## config.mk

```make
export PLATFORM = sky130hd
export DESIGN_NAME = regfile_dump
export DESIGN_NICKNAME = d
export VERILOG_FILES = /design/src/rtl/regfile_dump.sv
export SDC_FILE = /design/constraint.sdc
export NUM_CORES = 1
export LEC_CHECK = 0
export ABC_AREA = 0
export BUFFER_PORTS_ARGS = -buffer_cell sky130_fd_sc_hd__buf_4
export CORE_ASPECT_RATIO = 1.5
export CORE_MARGIN = 4
export CORE_UTILIZATION = 49
export CTS_BUF_LIST = sky130_fd_sc_hd__clkbuf_8 sky130_fd_sc_hd__clkbuf_16
export DETAILED_ROUTE_END_ITERATION = 8
export PLACE_DENSITY = 0.83
export SLEW_MARGIN = 20
export SYNTH_ARGS = -nofsm -noshare
export SYNTH_HDL_FRONTEND = slang
export SYNTH_SLANG_ARGS = --single-unit
```

## constraint.sdc

```tcl
create_clock -name clk -period 4.3 [get_ports clk]
set_clock_uncertainty 0.1 [all_clocks]
set_input_delay 0.86 -clock clk [delete_from_list [all_inputs] [get_ports clk]]
set_output_delay 0.86 -clock clk [all_outputs]
set_load 0.05 [all_outputs]
```

## src/rtl/regfile_dump.sv

```systemverilog
// Walks a register-file read port from start_addr to end_addr (with wrap-around)
// and presents each captured register as a valid/ready stream element.
module regfile_dump #(
  parameter int ADDR_W = 5,
  parameter int DATA_W = 32
) (
  input  logic              clk,
  input  logic              rst,
  input  logic              start,
  input  logic              abort,
  input  logic [ADDR_W-1:0] start_addr,
  input  logic [ADDR_W-1:0] end_addr,
  output logic [ADDR_W-1:0] rd_addr,
  input  logic [DATA_W-1:0] rd_data,
  output logic              out_valid,
  input  logic              out_ready,
  output logic [ADDR_W-1:0] out_addr,
  output logic [DATA_W-1:0] out_data,
  output logic              busy,
  output logic              done
);

  typedef enum logic [1:0] {
    IDLE = 2'd0,
    LOAD = 2'd1,
    SEND = 2'd2,
    DONE = 2'd3
  } state_t;

  state_t            r_state;
  state_t            w_next;
  logic [ADDR_W-1:0] r_cur;
  logic [ADDR_W-1:0] r_last;
  logic [ADDR_W-1:0] r_out_addr;
  logic [DATA_W-1:0] r_out_data;

  logic              w_accept;
  logic              w_hs;
  logic              w_is_last;
  logic [ADDR_W-1:0] w_cur_inc;

  assign w_accept  = (r_state == IDLE) && start && !abort;
  assign w_hs      = (r_state == SEND) && out_ready && !abort;
  assign w_is_last = (r_cur == r_last);
  assign w_cur_inc = r_cur + {{(ADDR_W-1){1'b0}}, 1'b1};

  always_ff @(posedge clk) begin
    if (rst) begin
      r_state <= IDLE;
    end else begin
      r_state <= w_next;
    end
  end

  always_comb begin
    w_next = r_state;
    case (r_state)
      IDLE: if (w_accept) w_next = LOAD;
      LOAD: w_next = abort ? IDLE : SEND;
      SEND: begin
        if (abort) begin
          w_next = IDLE;
        end else if (w_hs) begin
          w_next = w_is_last ? DONE : LOAD;
        end
      end
      DONE:    w_next = IDLE;
      default: w_next = IDLE;
    endcase
  end

  // Address walk and element capture; abort discards whatever is in flight.
  always_ff @(posedge clk) begin
    if (rst) begin
      r_cur      <= '0;
      r_last     <= '0;
      r_out_addr <= '0;
      r_out_data <= '0;
    end else begin
      case (r_state)
        IDLE: begin
          if (w_accept) begin
            r_cur  <= start_addr;
            r_last <= end_addr;
          end
        end
        LOAD: begin
          if (!abort) begin
            r_out_data <= rd_data;
            r_out_addr <= r_cur;
          end
        end
        SEND: begin
          if (w_hs && !w_is_last) begin
            r_cur <= w_cur_inc;
          end
        end
        default: ;
      endcase
    end
  end

  // rd_addr follows cur in every state so it stays stable while stalled.
  assign rd_addr   = r_cur;
  assign out_valid = (r_state == SEND);
  assign out_addr  = r_out_addr;
  assign out_data  = r_out_data;
  assign busy      = (r_state != IDLE);
  assign done      = (r_state == DONE);

endmodule

```

==> results of run 1 <==
==> power groups by stage <==
| stage | Sequential, W | Clock, W | Combinational (W) |
|---|---|---|---|
| 3_5_place_dp | 0.000489 | 0 | 0.000157 |
| 4_1_cts | 0.000479 | 0.000282 | 0.000157 |
| 3_3_place_gp | 0.000489 | 0 | 0.000155 |
| 2_1_floorplan | 0.000520 | 0 | 0.0000660 |
| 5_1_grt | 0.000481 | 0.000296 | 0.000169 |
| 6_report | 0.000479 | 0.000271 | 0.000156 |
==> placed cells by master, fill, tap and decap left out, types with 2 or more instances in the layout <==
cell type	n
a21oi_1	42
a22oi_1	2
and2_1	2
and3_1	3
buf_4	92
clkbuf_8	5
dfxtp_1	49
mux2i_1	5
nand2_1	77
nand2b_1	4
nor2_1	9
nor2b_1	3
o22ai_1	3
o32ai_1	2
xnor2_1	3
xor2_1	2
==> logic make-up (layout without fill, tap and decap cells) <==
family / Yosys count / after routing / synth area share
AOI/OAI and AO/OA: 56 / 56 / 0.166
xor gates and xnor gates: 5 / 5 / 0.0219
adders and majority gates: 1 / 1 / 0.00625
buffers and inverters: 16 / 101 / 0.0369
DFF: 49 / 49 / 0.490
muxes: 6 / 6 / 0.0325
and+or+nand+nor: 108 / 108 / 0.246
==> sequential cells by signal (all words and copies together) (netlist names) <==
register / flops
r_state: 2
out_addr: 5
rd_addr: 5
r_last: 5
out_data: 32
==> layout make-up <==
cell class	count	area share
Sequential cell	49	0.354
Multi-Input combinational cell	176	0.342
Timing Repair Buffer	92	0.249
Clock buffer	5	0.0248
Tap cell	45	0.0203
Clock inverter	3	0.00768
Inverter	1	0.00136
==> tightest hold or removal path, cell delays in order (launching register included) <==
cell,delay [ns]
dfxtp_1,0.32
nand2_1,0.05
a21oi_1,0.05
==> worst max-delay path by stage <==
stage	slack, ns	startpoint	end
6_report	1.73	r_state[0]$_SDFFE_PP0P_	out_valid
5_1_grt	1.63	r_state[0]$_SDFFE_PP0P_	out_valid
4_1_cts	1.74	r_state[0]$_SDFFE_PP0P_	out_valid
3_5_place_dp	1.84	abort	rd_addr[1]$_SDFFE_PP0P_
3_3_place_gp	1.86	abort	rd_addr[1]$_SDFFE_PP0P_
2_1_floorplan	2.21	start	rd_addr[1]$_SDFFE_PP0P_
==> layer usage <==
layer  GRT usage  wire length, um  share of wire  vias up
li1            -                -              -      975
met1       0.204             1950           0.40      830
met3      0.0581              363          0.074        8
met2       0.351             2500           0.51       62
met4      0.0685               76          0.016        0
met5           0                0              0        -
==> per-stage QoR <==
step           std cells  hold slack (ns)  utilization  instance area, um^2
2_1_floorplan        241            0.380            -                 2000
3_3_place_gp         363            0.343        0.676                 2680
3_5_place_dp         363            0.348        0.677                 2680
4_1_cts              371            0.361        0.700                 2770
5_1_grt              371            0.378        0.700                 2770
6_report             371            0.358        0.700                 2770
==> flow_metrics.env, run 1 <==
export IMPL_start_kind="flip-flop"
export IMPL_cp_cell_sequence="nand2b_1 > inv_1 > buf_4"
export IMPL_ys_seq_elements=49
export IMPL_avgSynthCellArea_um2=8.30
export IMPL_routed_wl_um=4890
export IMPL_io_pins=92
export IMPL_core_um2=3960
export IMPL_r2r_start="r_state[1]$_SDFFE_PP0P_"
export IMPL_yosys_top_cells_area="dfxtp_1 (49%), nand2_1 (15%), a21oi_1 (11%)"
export IMPL_timing_slew_headroom=0.530
export IMPL_ant_nets=0
export IMPL_clock_latency_ns=0.30
export IMPL_first_global_vias=1775
export IMPL_regArea_um2=981
export IMPL_cp_slowest_stage_delay_ns=0.49
export IMPL_crit_arrival_ns=1.61
export IMPL_start_util=0.505
export IMPL_ys_flop_type="dfxtp_1"
export IMPL_leakage_nw=1.19
export IMPL_power_density_nw_per_um2=327
export IMPL_fin_tns_setup_ns=0
export IMPL_synth_top_cell_area_share=0.490
export IMPL_vias=1875
export IMPL_layout_min_cycle_time_ns=2.57
export IMPL_rsz0062_at_grt="false"
export IMPL_combinationalPowerShare=0.173
export IMPL_ys_seq_area_frac=0.490
export IMPL_cts_sinks=49
export IMPL_portBuffers=91
export IMPL_async_flop_share=0
export IMPL_yosys_area_top_type="dfxtp_1"
export IMPL_synth_cell_type_count=37
export IMPL_post_cts_buffers=0
export IMPL_dp_hpwl_um=3490
export IMPL_grt_antenna_before_repair=0
export IMPL_drv_cap=0
export IMPL_hp_class="reg2reg"
export IMPL_power_total_w=0.000906
export IMPL_grt_pass1_wl_um=7760
export IMPL_peakVddDrop_mv=0.312
export IMPL_required_ns=3.34
export IMPL_synthCells=241
export IMPL_worst_setup_path_type="reg2out"
export IMPL_syn_cell_area_um2=2000
export IMPL_setup_ws_ns=1.73
export IMPL_die_area_um2=5190
export IMPL_ys_warn_count=0
export IMPL_synth_edf_count=0
export IMPL_cts_buffers=5
export IMPL_antenna_cells=0
export IMPL_pwr_share_seq=0.528
export IMPL_multi_input_area_um2=948
export IMPL_die_x_um=60.2
export IMPL_clock_power_share=0.299
export IMPL_cts_buffer_depth=2
export IMPL_area_growth_pct=38.5
export IMPL_crit_buf_inv=2
export IMPL_avgViaCountPerCell=5.05
export IMPL_first_pass_iters=4
export IMPL_slew_viol_final=0
export IMPL_routabilityCongestion=0.822
export IMPL_drt_iter0_drc=93
export IMPL_setup_viol=0
export IMPL_fin_crit_sh=0.597
export IMPL_post_cts_resize_count=0
export IMPL_fin_nets=373
export IMPL_rows=28
export IMPL_p_int_w=0.000649
export IMPL_critPathTopFamily="flip-flops"
export IMPL_hold_viol_final=0
export IMPL_worstHoldEndpoint="out_data[18]$_SDFFE_PP0N_"
export IMPL_ctsRootBufferMaster="clkbuf_8"
export IMPL_cp_depth=3
export IMPL_outcome="finished clean"
export IMPL_r2r_cells=4
export IMPL_dp_slack_ns=1.84
export IMPL_p_sw_w=0.000256
export IMPL_die_h_um=86.3
export IMPL_p_sw_frac=0.283
export IMPL_cts_tree="built"
export IMPL_r2r_slack_ns=2.39
export IMPL_min_from="out_data[18]$_SDFFE_PP0N_"
export IMPL_grt_util_all_layers=0.194
export IMPL_overflow=0
export IMPL_drive_gt1_frac=0.337
export IMPL_min_path_cells=2
export IMPL_num_fill_cells=345
export IMPL_crit_slowest_cell="dfxtp_1"
export IMPL_max_freq_ghz=0.390
export IMPL_remaining_drc_errors=0
export IMPL_crit_path_end_kind="primary output"
export IMPL_worstReg2RegEnd="rd_addr[1]$_SDFFE_PP0P_"
export IMPL_holdBufCountCts=0
export IMPL_clk_pin_slew_ns=0.09
export IMPL_tightest_slew_ns=0.702
export IMPL_crit_fanout=13
export IMPL_grt_max_degree=56
export IMPL_syn_num_nets=289
export IMPL_wire_per_inst_um=13.2
export IMPL_htree_levels=2
export IMPL_yosysMostFrequentCell="nand2_1"
export IMPL_synth_common_cells="nand2_1 (78), dfxtp_1 (49), a21oi_1 (42)"
Note: power is estimated with default switching activity, not from simulation.
==> inputs of run 2 (changes only) <==
--- a/config.mk
+++ b/config.mk
@@ -9,10 +9,10 @@
 export BUFFER_PORTS_ARGS = -buffer_cell sky130_fd_sc_hd__buf_4
 export CORE_ASPECT_RATIO = 1.5
 export CORE_MARGIN = 4
-export CORE_UTILIZATION = 49
+export CORE_UTILIZATION = 46
 export CTS_BUF_LIST = sky130_fd_sc_hd__clkbuf_8 sky130_fd_sc_hd__clkbuf_16
 export DETAILED_ROUTE_END_ITERATION = 8
-export PLACE_DENSITY = 0.83
+export PLACE_DENSITY = 0.79
 export SLEW_MARGIN = 20
 export SYNTH_ARGS = -nofsm -noshare
 export SYNTH_HDL_FRONTEND = slang
==> constraint.sdc (replaced) <==
create_clock -name clk -period 2.6 [get_ports clk]
set_clock_uncertainty 0.1 [all_clocks]
set_input_delay 0.52 -clock clk [delete_from_list [all_inputs] [get_ports clk]]
set_output_delay 0.52 -clock clk [all_outputs]
set_load 0.05 [all_outputs]
==> run 2 against run 1 <==
Critical path depth unchanged. Critical path type unchanged. Flip-flop and latch count stayed put. Die area up 5.8%.
==> flow_metrics.env, run 2 (synthesis results as in run 1) <==
export IMPL_cp_endpoint="out_valid"
export IMPL_drv_cap=0
export IMPL_routabilityCongestion=0.789
export IMPL_remaining_drc_errors=0
export IMPL_worstReg2RegEnd="rd_addr[1]$_SDFFE_PP0P_"
export IMPL_r2r_cells=4
export IMPL_cts_buffer_depth=2
export IMPL_cp_cell_sequence="nand2b_1 > inv_1 > buf_4"
export IMPL_critPathTopFamily="flip-flops"
export IMPL_crit_buf_inv=2
export IMPL_critPathLaunch="r_state[0]$_SDFFE_PP0P_"
export IMPL_first_global_vias=1758
export IMPL_crit_arrival_ns=1.55
export IMPL_antenna_cells=0
export IMPL_crit_path_end_kind="primary output"
export IMPL_cp_slowest_stage_delay_ns=0.46
export IMPL_place_area_um2=2690
export IMPL_clock_latency_ns=0.29
export IMPL_grt_max_degree=56
export IMPL_die_area_um2=5490
export IMPL_avgViaCountPerCell=5.09
export IMPL_rows=29
export IMPL_outcome="finished clean"
export IMPL_power_density_nw_per_um2=571
export IMPL_required_ns=1.98
export IMPL_portBuffers=91
export IMPL_leakage_nw=1.21
export IMPL_post_route_util=0.669
export IMPL_routed_wl_um=4900
export IMPL_area_growth_pct=40.7
export IMPL_crit_fanout=13
export IMPL_crit_slowest_cell="dfxtp_1"
export IMPL_htree_levels=2
export IMPL_post_cts_resize_count=0
export IMPL_first_pass_iters=4
export IMPL_cts_tree="built"
export IMPL_peakVddDrop_mv=0.585
export IMPL_fin_area_um2=2810
export IMPL_io_pins=92
export IMPL_post_cts_buffers=0
export IMPL_hold_viol_final=0
export IMPL_overflow=0
export IMPL_slew_viol_final=0
export IMPL_max_freq_ghz=0.461
export IMPL_core_um2=4210
export IMPL_drt_iter0_drc=70
export IMPL_vias=1902
export IMPL_ctsRootBufferMaster="clkbuf_8"
export IMPL_holdBufCountCts=0
export IMPL_cts_buffers=5
export IMPL_r2r_start="rd_addr[2]$_SDFFE_PP0P_"
export IMPL_tightest_slew_ns=0.539
export IMPL_worst_setup_path_type="reg2out"
export IMPL_drive_gt1_frac=0.338
export IMPL_start_util=0.475
export IMPL_ant_nets=0
export IMPL_fin_tns_setup_ns=0
export IMPL_r2r_slack_ns=0.86
export IMPL_die_x_um=61.8
export IMPL_fin_crit_sh=0.834
export IMPL_layout_min_cycle_time_ns=2.17
export IMPL_layout_common_cells="buf_4 (94), nand2_1 (78), dfxtp_1 (49)"
export IMPL_cp_depth=3
export IMPL_cts_sinks=49
export IMPL_grt_pass1_wl_um=7500
export IMPL_grt_antenna_before_repair=0
export IMPL_start_kind="flip-flop"
export IMPL_die_h_um=88.8
export IMPL_fin_nets=375
export IMPL_power_total_w=0.00161
export IMPL_setup_viol=0
export IMPL_timing_slew_headroom=0.641
export IMPL_dp_hpwl_um=3500
export IMPL_layout_commonest_cell="buf_4"
export IMPL_grt_util_all_layers=0.179
export IMPL_hp_class="reg2reg"
export IMPL_largest_reg_flops=32
export IMPL_clk_pin_slew_ns=0.09
export IMPL_wire_per_inst_um=13.1
export IMPL_rsz0062_at_grt="false"
==> run 2: cell type report <==
class	count	area, um^2
multi-input cells	176	946
clock buffers	6	82.6
flip-flops and latches	49	981
well taps	46	57.6
clock inverters	2	37.5
repair buffers	94	706
inverters	1	3.75
fillers	401	1400
==> run 2: worst register-to-register path, cell delays in order, from the launching register on <==
cell	delay, ns
dfxtp_1	0.47
xor2_1	0.15
or3_4	0.40
o21ai_4	0.20
mux2_4	0.31
==> run 2: layer usage <==
layer,global-route usage,wire (um)
met5,0,0
met4,0.0579,38
met3,0.0599,378
met2,0.310,2570
met1,0.200,1910
==> run 2: per-stage QoR <==
step / hold WS (ns) / cells / worst slack (ns)
after floorplan: 0.380 / 241 / 0.613
after global placement: 0.343 / 366 / 0.707
after detailed placement: 0.347 / 366 / 0.697
after CTS: 0.349 / 374 / 0.430
after global routing: 0.355 / 374 / 0.327
final: 0.355 / 374 / 0.433
==> run 2: how the worst min path moves through the flow <==
stage	start	end	slack, ns	cells past startpoint
5_1_grt	rd_data[9]	out_data[9]$_SDFFE_PP0N_	0.35	3
4_1_cts	abort	r_state[1]$_SDFFE_PP0P_	0.35	2
6_report	out_data[25]$_SDFFE_PP0N_	out_data[25]$_SDFFE_PP0N_	0.36	2
2_1_floorplan	r_last[1]$_SDFFE_PP0P_	r_last[1]$_SDFFE_PP0P_	0.38	2
3_5_place_dp	out_data[14]$_SDFFE_PP0N_	out_data[14]$_SDFFE_PP0N_	0.35	2
3_3_place_gp	out_data[8]$_SDFFE_PP0N_	out_data[8]$_SDFFE_PP0N_	0.34	2
==> run 2: power breakdown <==
group          total, W  switching (W)  internal, W
registers      0.000791      0.0000202     0.000771
clock network  0.000554       0.000241     0.000313
logic          0.000261       0.000147     0.000113
==> inputs of run 3 (changes only) <==
==> constraint.sdc (replaced) <==
create_clock -name clk -period 2.15 [get_ports clk]
set_clock_uncertainty 0.1 [all_clocks]
set_input_delay 0.43 -clock clk [delete_from_list [all_inputs] [get_ports clk]]
set_output_delay 0.43 -clock clk [all_outputs]
set_load 0.05 [all_outputs]
==> run 3 against run 2 <==
Critical path depth rose by 1. Critical path type is now reg2reg. Sequential share of layout area rose by 0.11 points. Cell count increased by 0.53%. Largest cell class unchanged.
==> flow_metrics.env, run 3 (synthesis results as in run 1) <==
export IMPL_largest_reg_flops=32
export IMPL_num_fill_cells=363
export IMPL_cp_slowest_stage_delay_ns=0.47
export IMPL_fin_crit_sh=0.810
export IMPL_routabilityCongestion=0.857
export IMPL_remaining_drc_errors=0
export IMPL_cts_sinks=49
export IMPL_rsz0062_at_grt="false"
export IMPL_cp_cell_sequence="xor2_1 > or3_4 > o21ai_4 > mux2_4"
export IMPL_leakage_nw=1.21
export IMPL_rows=29
export IMPL_outcome="finished clean"
export IMPL_drv_cap=0
export IMPL_first_global_vias=1791
export IMPL_cts_buffers=5
export IMPL_dp_hpwl_um=3530
export IMPL_routed_wl_um=4870
export IMPL_cts_tree="built"
export IMPL_ant_nets=0
export IMPL_die_area_um2=5490
export IMPL_htree_levels=2
export IMPL_overflow=0
export IMPL_power_density_nw_per_um2=651
export IMPL_setup_viol=0
export IMPL_cts_buffer_depth=2
export IMPL_peakVddDrop_mv=0.527
export IMPL_drt_iter0_drc=99
export IMPL_io_pins=92
export IMPL_power_total_w=0.00183
export IMPL_start_util=0.475
export IMPL_crit_arrival_ns=1.83
export IMPL_grt_pass1_wl_um=7570
export IMPL_post_cts_buffers=0
export IMPL_clk_pin_slew_ns=0.08
export IMPL_layout_commonest_cell="buf_4"
export IMPL_grt_util_all_layers=0.179
export IMPL_core_um2=4210
export IMPL_timing_slew_headroom=0.640
export IMPL_holdBufCountCts=0
export IMPL_layout_min_cycle_time_ns=1.74
export IMPL_required_ns=2.24
export IMPL_max_freq_ghz=0.574
export IMPL_die_x_um=61.8
export IMPL_die_h_um=88.8
export IMPL_critPathTopFamily="flip-flops"
export IMPL_drive_gt1_frac=0.342
export IMPL_crit_path_end_kind="flip-flop"
export IMPL_vias=1932
export IMPL_hp_class="in2reg"
export IMPL_avgViaCountPerCell=5.14
export IMPL_portBuffers=91
export IMPL_grt_max_degree=56
export IMPL_crit_slowest_cell="dfxtp_1"
export IMPL_antenna_cells=0
export IMPL_tightest_slew_ns=0.541
export IMPL_fin_tns_setup_ns=0
export IMPL_worst_setup_path_type="reg2reg"
export IMPL_crit_buf_inv=0
export IMPL_slew_viol_final=0
export IMPL_clock_latency_ns=0.30
export IMPL_first_pass_iters=4
export IMPL_layout_common_cells="buf_4 (96), nand2_1 (78), dfxtp_1 (49)"
export IMPL_hold_viol_final=0
export IMPL_crit_fanout=7
export IMPL_area_growth_pct=40.2
export IMPL_grt_antenna_before_repair=0
export IMPL_fin_nets=377
export IMPL_post_cts_resize_count=0
export IMPL_start_kind="flip-flop"
export IMPL_ctsRootBufferMaster="clkbuf_8"
export IMPL_wire_per_inst_um=12.9
run 3: cell types whose count changed in the layout (fill, tap and decap cells not counted):
cell and change:
clkinv_4 +1, clkinvlp_4 -1, buf_4 +2, clkinv_2 +1, bufinv_16 -1
run 3: final timing paths:
path | start | to | slack [ns] | cells past startpoint
max | rd_addr[2]$_SDFFE_PP0P_ | rd_addr[1]$_SDFFE_PP0P_ | 0.41 | 4
min | abort | r_state[1]$_SDFFE_PP0P_ | 0.27 | 2
max reg2reg | rd_addr[2]$_SDFFE_PP0P_ | rd_addr[1]$_SDFFE_PP0P_ | 0.41 | 4
min reg2reg | out_data[9]$_SDFFE_PP0N_ | out_data[9]$_SDFFE_PP0N_ | 0.36 | 2
run 3: area by class of cell:
cell class	instances	area, um^2	share of cell area
clock buffers	6	82.6	0.0294
repair buffers	96	721	0.257
clock inverters	2	13.8	0.00491
flip-flops and latches	49	981	0.350
multi-input cells	176	946	0.337
well taps	46	57.6	0.0205
inverters	1	3.75	0.00134
run 3: where the power goes:
| part | switching, W | leakage [nW] | internal (W) |
|---|---|---|---|
| Combinational | 0.000178 | 0.766 | 0.000138 |
| Sequential | 0.0000236 | 0.397 | 0.000932 |
| Clock | 0.000294 | 0.0512 | 0.000261 |
run 3: routing by layer:
metal | GRT usage | routed length, um | vias to the layer above
met3 | 0.0526 | 348 | 5
li1 | - | - | 977
met2 | 0.318 | 2570 | 69
met4 | 0.0734 | 57 | 0
met5 | 0 | 0 | -
met1 | 0.192 | 1890 | 881
run 3: metrics by stage:
stage / setup WS, ns / std cells / hold WS (ns) / utilization / instance area, um^2
2_1_floorplan: 0.163 / 241 / 0.380 / - / 2000
5_1_grt: 0.338 / 376 / 0.252 / 0.666 / 2810
3_3_place_gp: 0.344 / 368 / 0.342 / 0.644 / 2710
3_5_place_dp: 0.331 / 368 / 0.347 / 0.644 / 2710
6_report: 0.408 / 376 / 0.265 / 0.666 / 2810
4_1_cts: 0.415 / 376 / 0.258 / 0.666 / 2810
run 3: worst reg2reg max path, stage by stage, from the launching register on:
cell	delay [ns]
dfxtp_1	0.47
xor2_1	0.15
or3_4	0.40
o21ai_4	0.20
mux2_4	0.32
